**src/rtl/ir_rx_pkg.sv**
```systemverilog
// ir_rx_pkg: shared types and helpers for the IR frame receiver.
//   state_e     : receiver FSM state (IDLE, MARK, SPACE)
//   mark_cls_e  : classification of a completed mark
//   LEN_W       : width of the saturating mark/space tick counters
//   classify()  : maps a mark length onto its class from the length windows
//   sat_inc()   : saturating increment for the LEN_W counters
package ir_rx_pkg;

    localparam int LEN_W = 8;
    localparam logic [LEN_W-1:0] LEN_MAX = '1;

    typedef enum logic [1:0] {
        IDLE  = 2'd0,
        MARK  = 2'd1,
        SPACE = 2'd2
    } state_e;

    typedef enum logic [1:0] {
        CLS_START = 2'd0,
        CLS_ONE   = 2'd1,
        CLS_ZERO  = 2'd2,
        CLS_BAD   = 2'd3
    } mark_cls_e;

    function automatic mark_cls_e classify(
        input logic [LEN_W-1:0] len,
        input int start_min, input int start_max,
        input int one_min,   input int one_max,
        input int zero_min,  input int zero_max
    );
        int l;
        l = int'(len);
        if (l >= start_min && l <= start_max)     return CLS_START;
        else if (l >= one_min && l <= one_max)    return CLS_ONE;
        else if (l >= zero_min && l <= zero_max)  return CLS_ZERO;
        else                                      return CLS_BAD;
    endfunction

    // Holds at LEN_MAX so an overlong mark or space never wraps back into a window.
    function automatic logic [LEN_W-1:0] sat_inc(input logic [LEN_W-1:0] v);
        return (v == LEN_MAX) ? v : v + 1'b1;
    endfunction

endpackage

```
**src/rtl/ir_frame_rx_if.sv**
```systemverilog
// ir_frame_rx_if: bundle between the IR line, the receiver and its consumer.
//   serial      : raw IR line (async to clk)
//   frame_data  : last accepted payload, first received bit in MSB
//   frame_valid : frame_data holds an unconsumed frame
//   frame_ready : consumer takes the frame when high together with frame_valid
//   busy        : a frame is in progress
//   error       : one-cycle pulse on a framing/parity error
//   overrun     : one-cycle pulse when a completed frame is dropped
//   dbg_state   : receiver FSM state, for observation only
// Handshake: a frame transfers on every clk edge where frame_valid and
// frame_ready are both high; frame_valid stays high and frame_data stays stable
// until that happens, and frame_ready may be driven independently of frame_valid.
interface ir_frame_rx_if #(
    parameter int DATA_WIDTH = 23
);
    import ir_rx_pkg::*;

    logic                  serial;
    logic [DATA_WIDTH-1:0] frame_data;
    logic                  frame_valid;
    logic                  frame_ready;
    logic                  busy;
    logic                  error;
    logic                  overrun;
    state_e                dbg_state;

    modport master (
        input  serial, frame_ready,
        output frame_data, frame_valid, busy, error, overrun, dbg_state
    );

    modport slave (
        output serial, frame_ready,
        input  frame_data, frame_valid, busy, error, overrun, dbg_state
    );

endinterface

```
**src/rtl/ir_tick_gen.sv**
```systemverilog
// ir_tick_gen: divides clk by TICK_DIV and emits a one-clk sample tick.
//   clk, reset : clock and synchronous active-high reset
//   o_tick     : registered one-cycle pulse, once every TICK_DIV clocks
module ir_tick_gen #(
    parameter int TICK_DIV = 1950
) (
    input  logic clk,
    input  logic reset,
    output logic o_tick
);

    localparam int CNT_W = (TICK_DIV > 1) ? $clog2(TICK_DIV) : 1;

    logic [CNT_W-1:0] r_cnt;
    logic             r_tick;

    always_ff @(posedge clk) begin
        if (reset) begin
            r_cnt  <= '0;
            r_tick <= 1'b0;
        end else if (r_cnt == CNT_W'(TICK_DIV - 1)) begin
            r_cnt  <= '0;
            r_tick <= 1'b1;
        end else begin
            r_cnt  <= r_cnt + 1'b1;
            r_tick <= 1'b0;
        end
    end

    assign o_tick = r_tick;

endmodule

```
**src/rtl/ir_frame_rx.sv**
```systemverilog
// ir_frame_rx: pulse-width IR frame receiver.
// Samples the synchronised IR line once per tick, measures each mark and
// classifies it as START / ONE / ZERO from the length windows, assembles
// frames MSB-first and hands them out through a valid/ready output register.
//   clk, reset : clock and synchronous active-high reset
//   bus        : ir_frame_rx_if.master (serial in, frame handshake out,
//                busy / error / overrun status, dbg_state)
// Build option: IR_RX_PARITY_EN adds a trailing even-parity bit per frame;
// a mismatch pulses error and drops the frame.
module ir_frame_rx
    import ir_rx_pkg::*;
#(
    parameter int DATA_WIDTH = 23,
    parameter int TICK_DIV   = 1950,
    parameter int START_MIN  = 30,
    parameter int START_MAX  = 32,
    parameter int ONE_MIN    = 14,
    parameter int ONE_MAX    = 18,
    parameter int ZERO_MIN   = 6,
    parameter int ZERO_MAX   = 10,
    parameter int GAP_MAX    = 16
) (
    input logic           clk,
    input logic           reset,
    ir_frame_rx_if.master bus
);

`ifdef IR_RX_PARITY_EN
    localparam int PAR_BITS = 1;
`else
    localparam int PAR_BITS = 0;
`endif
    localparam int FRAME_BITS = DATA_WIDTH + PAR_BITS;
    localparam int CNT_W      = $clog2(FRAME_BITS + 1);

    logic [1:0]            r_sync;
    state_e                r_state;
    logic [LEN_W-1:0]      r_len;
    logic [LEN_W-1:0]      r_gap;
    logic [FRAME_BITS-1:0] r_sr;
    logic [CNT_W-1:0]      r_bit_cnt;
    logic                  r_busy;
    logic [DATA_WIDTH-1:0] r_data;
    logic                  r_valid;
    logic                  r_error;
    logic                  r_overrun;

    logic                  w_tick;
    logic                  w_line;
    mark_cls_e             w_cls;
    logic [FRAME_BITS-1:0] w_sr_next;
    logic [CNT_W-1:0]      w_cnt_next;
    logic                  w_done;
    logic [DATA_WIDTH-1:0] w_payload;
    logic                  w_par_ok;
    logic [LEN_W-1:0]      w_gap_next;

    ir_tick_gen #(.TICK_DIV(TICK_DIV)) u_tick (
        .clk    (clk),
        .reset  (reset),
        .o_tick (w_tick)
    );

    assign w_line     = r_sync[1];
    assign w_cls      = classify(r_len, START_MIN, START_MAX, ONE_MIN, ONE_MAX,
                                 ZERO_MIN, ZERO_MAX);
    assign w_sr_next  = {r_sr[FRAME_BITS-2:0], (w_cls == CLS_ONE)};
    assign w_cnt_next = r_bit_cnt + 1'b1;
    assign w_done     = (w_cnt_next == CNT_W'(FRAME_BITS));
    // Payload sits above the optional parity bit, so it is always the top bits.
    assign w_payload  = w_sr_next[FRAME_BITS-1 -: DATA_WIDTH];
    assign w_gap_next = sat_inc(r_gap);
`ifdef IR_RX_PARITY_EN
    assign w_par_ok   = ((^w_payload) == w_sr_next[0]);
`else
    assign w_par_ok   = 1'b1;
`endif

    always_ff @(posedge clk) begin
        if (reset) begin
            r_sync    <= '0;
            r_state   <= IDLE;
            r_len     <= '0;
            r_gap     <= '0;
            r_sr      <= '0;
            r_bit_cnt <= '0;
            r_busy    <= 1'b0;
            r_data    <= '0;
            r_valid   <= 1'b0;
            r_error   <= 1'b0;
            r_overrun <= 1'b0;
        end else begin
            r_sync    <= {r_sync[0], bus.serial};
            r_error   <= 1'b0;
            r_overrun <= 1'b0;
            if (r_valid && bus.frame_ready)
                r_valid <= 1'b0;

            if (w_tick) begin
                case (r_state)
                    IDLE: begin
                        if (w_line) begin
                            r_state <= MARK;
                            r_len   <= LEN_W'(1);
                        end
                    end
                    MARK: begin
                        if (w_line) begin
                            r_len <= sat_inc(r_len);
                        end else begin
                            // The first low sample already counts as one space tick.
                            r_state <= SPACE;
                            r_gap   <= LEN_W'(1);
                            case (w_cls)
                                CLS_START: begin
                                    // Also taken mid-frame: restart without error.
                                    r_sr      <= '0;
                                    r_bit_cnt <= '0;
                                    r_busy    <= 1'b1;
                                end
                                CLS_ONE, CLS_ZERO: begin
                                    if (r_busy) begin
                                        r_sr      <= w_sr_next;
                                        r_bit_cnt <= w_cnt_next;
                                        if (w_done) begin
                                            r_busy    <= 1'b0;
                                            r_bit_cnt <= '0;
                                            if (!w_par_ok) begin
                                                r_error <= 1'b1;
                                            end else if (!r_valid || bus.frame_ready) begin
                                                r_data  <= w_payload;
                                                r_valid <= 1'b1;
                                            end else begin
                                                r_overrun <= 1'b1;
                                            end
                                        end
                                    end
                                end
                                default: begin
                                    if (r_busy) begin
                                        r_error <= 1'b1;
                                        r_busy  <= 1'b0;
                                    end
                                end
                            endcase
                        end
                    end
                    SPACE: begin
                        if (w_line) begin
                            r_state <= MARK;
                            r_len   <= LEN_W'(1);
                            r_gap   <= '0;
                        end else begin
                            r_gap <= w_gap_next;
                            if (int'(w_gap_next) >= GAP_MAX) begin
                                r_state <= IDLE;
                                r_gap   <= '0;
                                if (r_busy) begin
                                    r_error <= 1'b1;
                                    r_busy  <= 1'b0;
                                end
                            end
                        end
                    end
                    default: r_state <= IDLE;
                endcase
            end
        end
    end

    assign bus.frame_data  = r_data;
    assign bus.frame_valid = r_valid;
    assign bus.busy        = r_busy;
    assign bus.error       = r_error;
    assign bus.overrun     = r_overrun;
    assign bus.dbg_state   = r_state;

endmodule

```
**src/flat_wrapper.sv**
```systemverilog
// flat-port wrapper written by rule: the top's interface ports become plain ports
module ir_frame_rx_flat import ir_rx_pkg::*;
#(
    parameter int DATA_WIDTH = 23,
    parameter int TICK_DIV   = 1950,
    parameter int START_MIN  = 30,
    parameter int START_MAX  = 32,
    parameter int ONE_MIN    = 14,
    parameter int ONE_MAX    = 18,
    parameter int ZERO_MIN   = 6,
    parameter int ZERO_MAX   = 10,
    parameter int GAP_MAX    = 16
)
  (clk, reset, bus_serial, bus_frame_ready, bus_frame_data, bus_frame_valid, bus_busy, bus_error, bus_overrun, bus_dbg_state);
  ir_frame_rx_if #(.DATA_WIDTH(DATA_WIDTH)) bus_i ();
  input logic clk;
  input logic reset;
  input wire logic [$bits(bus_i.serial)-1:0] bus_serial;
  input wire logic [$bits(bus_i.frame_ready)-1:0] bus_frame_ready;
  output wire logic [$bits(bus_i.frame_data)-1:0] bus_frame_data;
  output wire logic [$bits(bus_i.frame_valid)-1:0] bus_frame_valid;
  output wire logic [$bits(bus_i.busy)-1:0] bus_busy;
  output wire logic [$bits(bus_i.error)-1:0] bus_error;
  output wire logic [$bits(bus_i.overrun)-1:0] bus_overrun;
  output wire logic [$bits(bus_i.dbg_state)-1:0] bus_dbg_state;
  assign bus_i.serial = bus_serial;
  assign bus_i.frame_ready = bus_frame_ready;
  assign bus_frame_data = bus_i.frame_data;
  assign bus_frame_valid = bus_i.frame_valid;
  assign bus_busy = bus_i.busy;
  assign bus_error = bus_i.error;
  assign bus_overrun = bus_i.overrun;
  assign bus_dbg_state = bus_i.dbg_state;
  ir_frame_rx #(.DATA_WIDTH(DATA_WIDTH), .TICK_DIV(TICK_DIV), .START_MIN(START_MIN), .START_MAX(START_MAX), .ONE_MIN(ONE_MIN), .ONE_MAX(ONE_MAX), .ZERO_MIN(ZERO_MIN), .ZERO_MAX(ZERO_MAX), .GAP_MAX(GAP_MAX)) u_core (.clk(clk), .reset(reset), .bus(bus_i));
endmodule
```
**config.mk**
```make
export PLATFORM = sky130hd
export DESIGN_NAME = ir_frame_rx_flat
export DESIGN_NICKNAME = d
export VERILOG_FILES = /design/src/rtl/ir_rx_pkg.sv /design/src/rtl/ir_frame_rx_if.sv /design/src/rtl/ir_tick_gen.sv /design/src/rtl/ir_frame_rx.sv /design/src/flat_wrapper.sv
export SDC_FILE = /design/constraint.sdc
export NUM_CORES = 1
export LEC_CHECK = 0
export CORE_UTILIZATION = 30
export DETAILED_ROUTE_END_ITERATION = 10
export PLACE_DENSITY = 0.49
export SYNTH_ARGS = -nofsm -noshare
export SYNTH_HDL_FRONTEND = slang
export SYNTH_HIERARCHICAL = 1
export SYNTH_SLANG_ARGS = --single-unit
```
**constraint.sdc**
```tcl
create_clock -name clk -period 3.3 [get_ports clk]
set_input_delay 0.33 -clock clk [delete_from_list [all_inputs] [get_ports clk]]
set_output_delay 0.33 -clock clk [all_outputs]
set_load 0.01 [all_outputs]
```
==> results.md <==
- Status: finished clean
- Xor and xnor area share after synthesis: 0.00638
- Reg area: 1720 sq um
- Fin. Hold Viols: 0
- Setup_tns: 0 ns
- Fraction of registers with async set/reset: 0
- Footprint of the multi-input gates: 2220 sq um
- Area added between synthesis and finish: 18.5%
- Post-Synth Adder-Cell Area: 0.0425
- Initial antenna violation count: 0
- Hold Path Class: flip-flop to flip-flop
- Via/cell ratio: 5.07
- First-pass GRT wire length: 15.6 mm
- Wire per inst: 13.3 um
- Gr usage total: 0.136
- Crit path time final: 2.93 ns
- CTS sink cnt: 86
- Postcts setup bufs: 0
- CTS tree: built
- Dominant cells by area after synthesis: dfxtp_1 42%, nand2_1 8.2%, mux2i_1 6.3%, a21oi_1 4.9%, nand3_1 4.4%
- Latest clock arrival within the worst-skew pair: 0.34 ns
- Total congestion overflow: 0
- Non-filler cells, final: 685
- Gp weighted congestion: 0.785
- Full die area: 14200 sq um
- Arr. time, crit path: 3.21 ns
- Syn_area_per_cell: 8.57 sq um
- ANT cells: 0
- Vias in the first global route: 3281
- Mapped Nets: 499
- Yosys Warn Count: 6
- Post-synth EDFFs: 0
- Synth area leader: dfxtp_1
- Fraction of layout cells with a size suffix above 1: 0.0747
- Die width: 119 um
- Yosys cell types: 57
- DP Cell Count: 669
- Drt initial violations: 171
- Worst-margin pin slew: 1.03 ns
- Req. time, crit path: 3.57 ns
- Startpoint Class: flip-flop
- Post-CTS sizing: 0
- Crit path max fanout: 24
- Critical Path End Type: flip-flop
- Initial Util: 0.310
- Top cell type's share of synthesized area: 0.418
- TritonRoute pass-1 iters: 6
- Syn Std Cell Area: 4120 sq um
- Hold-fix buffers, CTS: 0
- Post-synthesis mux area share: 0.0632
- Post-synthesis simple-gate area fraction: 0.261
- Clock Skew: 0.00777 ns
- CTS HTree Levels: 3
- CP Class: flip-flop to flip-flop
- Row Count: 42
- Cell Pwr Density: 439 nW/um^2
- Final nets: 522
- Compound-cell area share of the yosys netlist: 0.165
- Peak supply drop: 0.289 mV
- Slew headroom: 0.311
- Input/output buffers: 32
- CTS root buf: clkbuf_16
- Sequential area share after synthesis: 0.418
- Endpoints failing setup: 0
- I/O pin count: 33
- Leakage: 0.00156 uW
- Dominant synthesized flop cell: dfxtp_1
- Residual DRC: 0
- Final wirelength: 9.08 mm
- Highest clock rate: 341 MHz
- Core footprint: 13300 sq um
- Vias: 3472
- Num CTS Buffers: 9
- DIE HEIGHT: 119 um
- CTS Buffer Depth: 2
- Largest net degree at the start of global routing: 63
- Register bit total from synthesis: 86
- DRT antenna net count: 0
- Worst-path clk slew: 0.07 ns
- Fillers: 1362
- Period Utilization, post-route: 0.889
- RSZ-0062 raised after global routing: false
- Mapped Cells: 481
- MaxCap Viol Count: 0
- HPWL after DPL: 5.93 mm
- Main combinational cell family by area after synthesis: simple AND/OR/NAND/NOR gates
- Fin. max-slew vios: 0
[synth_stat cells, types with 2 or more instances]
cell and count:
nand3_1 36, nor2b_1 7, or4_1 2, nor2_1 14, o21ai_0 16, or3_1 11, nand2b_1 3, nand4bb_1 3
dfxtp_1 86, a21oi_1 40, a41oi_1 2, and2_1 2, or2_2 2, a32o_1 6, nor4_1 3, a211oi_1 6
clkbuf_1 16, and3_1 7, mux2i_1 26, a31oi_1 7, xor2_1 2, buf_2 8, nand2_1 90, o31ai_1 6
nor3b_1 3, inv_1 12, nor3_1 11, buf_8 2, a211o_1 2, nand4_1 5, o211ai_1 4, ha_1 14
and4_1 3
[final timing paths]
kind	startpoint	end	slack [ns]	depth (start not counted)
worst max-delay path	u_core/r_len[2]	u_core/r_bit_cnt[2]	0.37	10
worst min-delay path	u_core/r_sync[0]	u_core/r_sync[1]	0.44	1
worst max register to register	u_core/r_len[2]	u_core/r_bit_cnt[2]	0.37	10
worst min register to register	u_core/r_sync[0]	u_core/r_sync[1]	0.44	1
[routing by layer]
layer  GRT usage  vias to the layer above  share of wire
li1            -                     1770              -
met1       0.175                     1632           0.49
met2       0.214                       57           0.45
met3      0.0378                       13          0.039
met4      0.0578                        0          0.018
met5           0                        -              0
[cell families (layout without fill, tap and decap cells)]
group / after synthesis / in the layout
AOI/OAI and AO/OA: 100 / 100
adders and majority gates: 14 / 14
buffers and inverters: 40 / 68
and+or+nand+nor: 212 / 212
xor gates and xnor gates: 3 / 3
DFF: 86 / 86
muxes: 26 / 26
[critical path, stage by stage, from the launching register on]
cell and delay (ns):
dfxtp_1 0.51, nor2_1 0.11, and4_1 0.20, o21ai_0 0.37, o21ai_0 0.23, ha_1 0.38, buf_4 0.29, inv_1 0.11
a31oi_1 0.36, nand4_1 0.15, a31oi_1 0.17
[flip-flops by register name, indices dropped and copies added (netlist names)]
register and flops:
u_core/r_sr 22, u_core/u_tick/r_cnt 11, u_core/r_sync 2, u_core/r_bit_cnt 5, u_core/bus.frame_data 23, u_core/u_tick/o_tick 1, u_core/bus.dbg_state 2, u_core/bus.frame_valid 1
u_core/bus.error 1, u_core/r_gap 8, u_core/r_len 8, u_core/bus.overrun 1, u_core/bus.busy 1
[through the flow]
stage / hold WS [ns] / instance area [sq um] / setup WS (ns) / power (uW) / utilization
6_report: 0.445 / 4880 / 0.367 / 2140 / 0.367
5_1_grt: 0.462 / 4880 / 0.0184 / 2230 / 0.367
4_1_cts: 0.443 / 4880 / 0.342 / 2190 / 0.367
3_5_place_dp: 0.431 / 4570 / 0.397 / 1110 / 0.344
3_3_place_gp: 0.419 / 4570 / 0.528 / 1110 / 0.344
2_1_floorplan: 0.409 / 4120 / 0.590 / 1100 / -
[power breakdown]
group          leakage, uW  total, uW  switching, uW  internal [uW]
Combinational     0.000722       39.0           28.9           10.1
Sequential        0.000693       1050           6.13           1040
Clock             0.000149       1060            442            613
[cell usage in the layout (no fill, tap or decap), types with 6 or more instances in the layout]
cell	instances
nand2_1	90
dfxtp_1	86
a21oi_1	40
nand3_1	36
clkdlybuf4s50_1	31
mux2i_1	26
o21ai_0	16
nor2_1	14
ha_1	14
inv_1	12
or3_1	11
nor3_1	11
clkbuf_16	9
nor2b_1	7
a31oi_1	7
and3_1	7
buf_4	7
o31ai_1	6
a32o_1	6
a211oi_1	6
[area by class of cell]
| cell class | count | share of cell area |
|---|---|---|
| clock inverters | 6 | 0.0141 |
| inverters | 13 | 0.00999 |
| repair buffers | 39 | 0.0753 |
| flip-flops and latches | 86 | 0.353 |
| multi-input cells | 355 | 0.454 |
| well taps | 176 | 0.0451 |
| clock buffers | 10 | 0.0489 |
(Power assumes the default switching activity.)
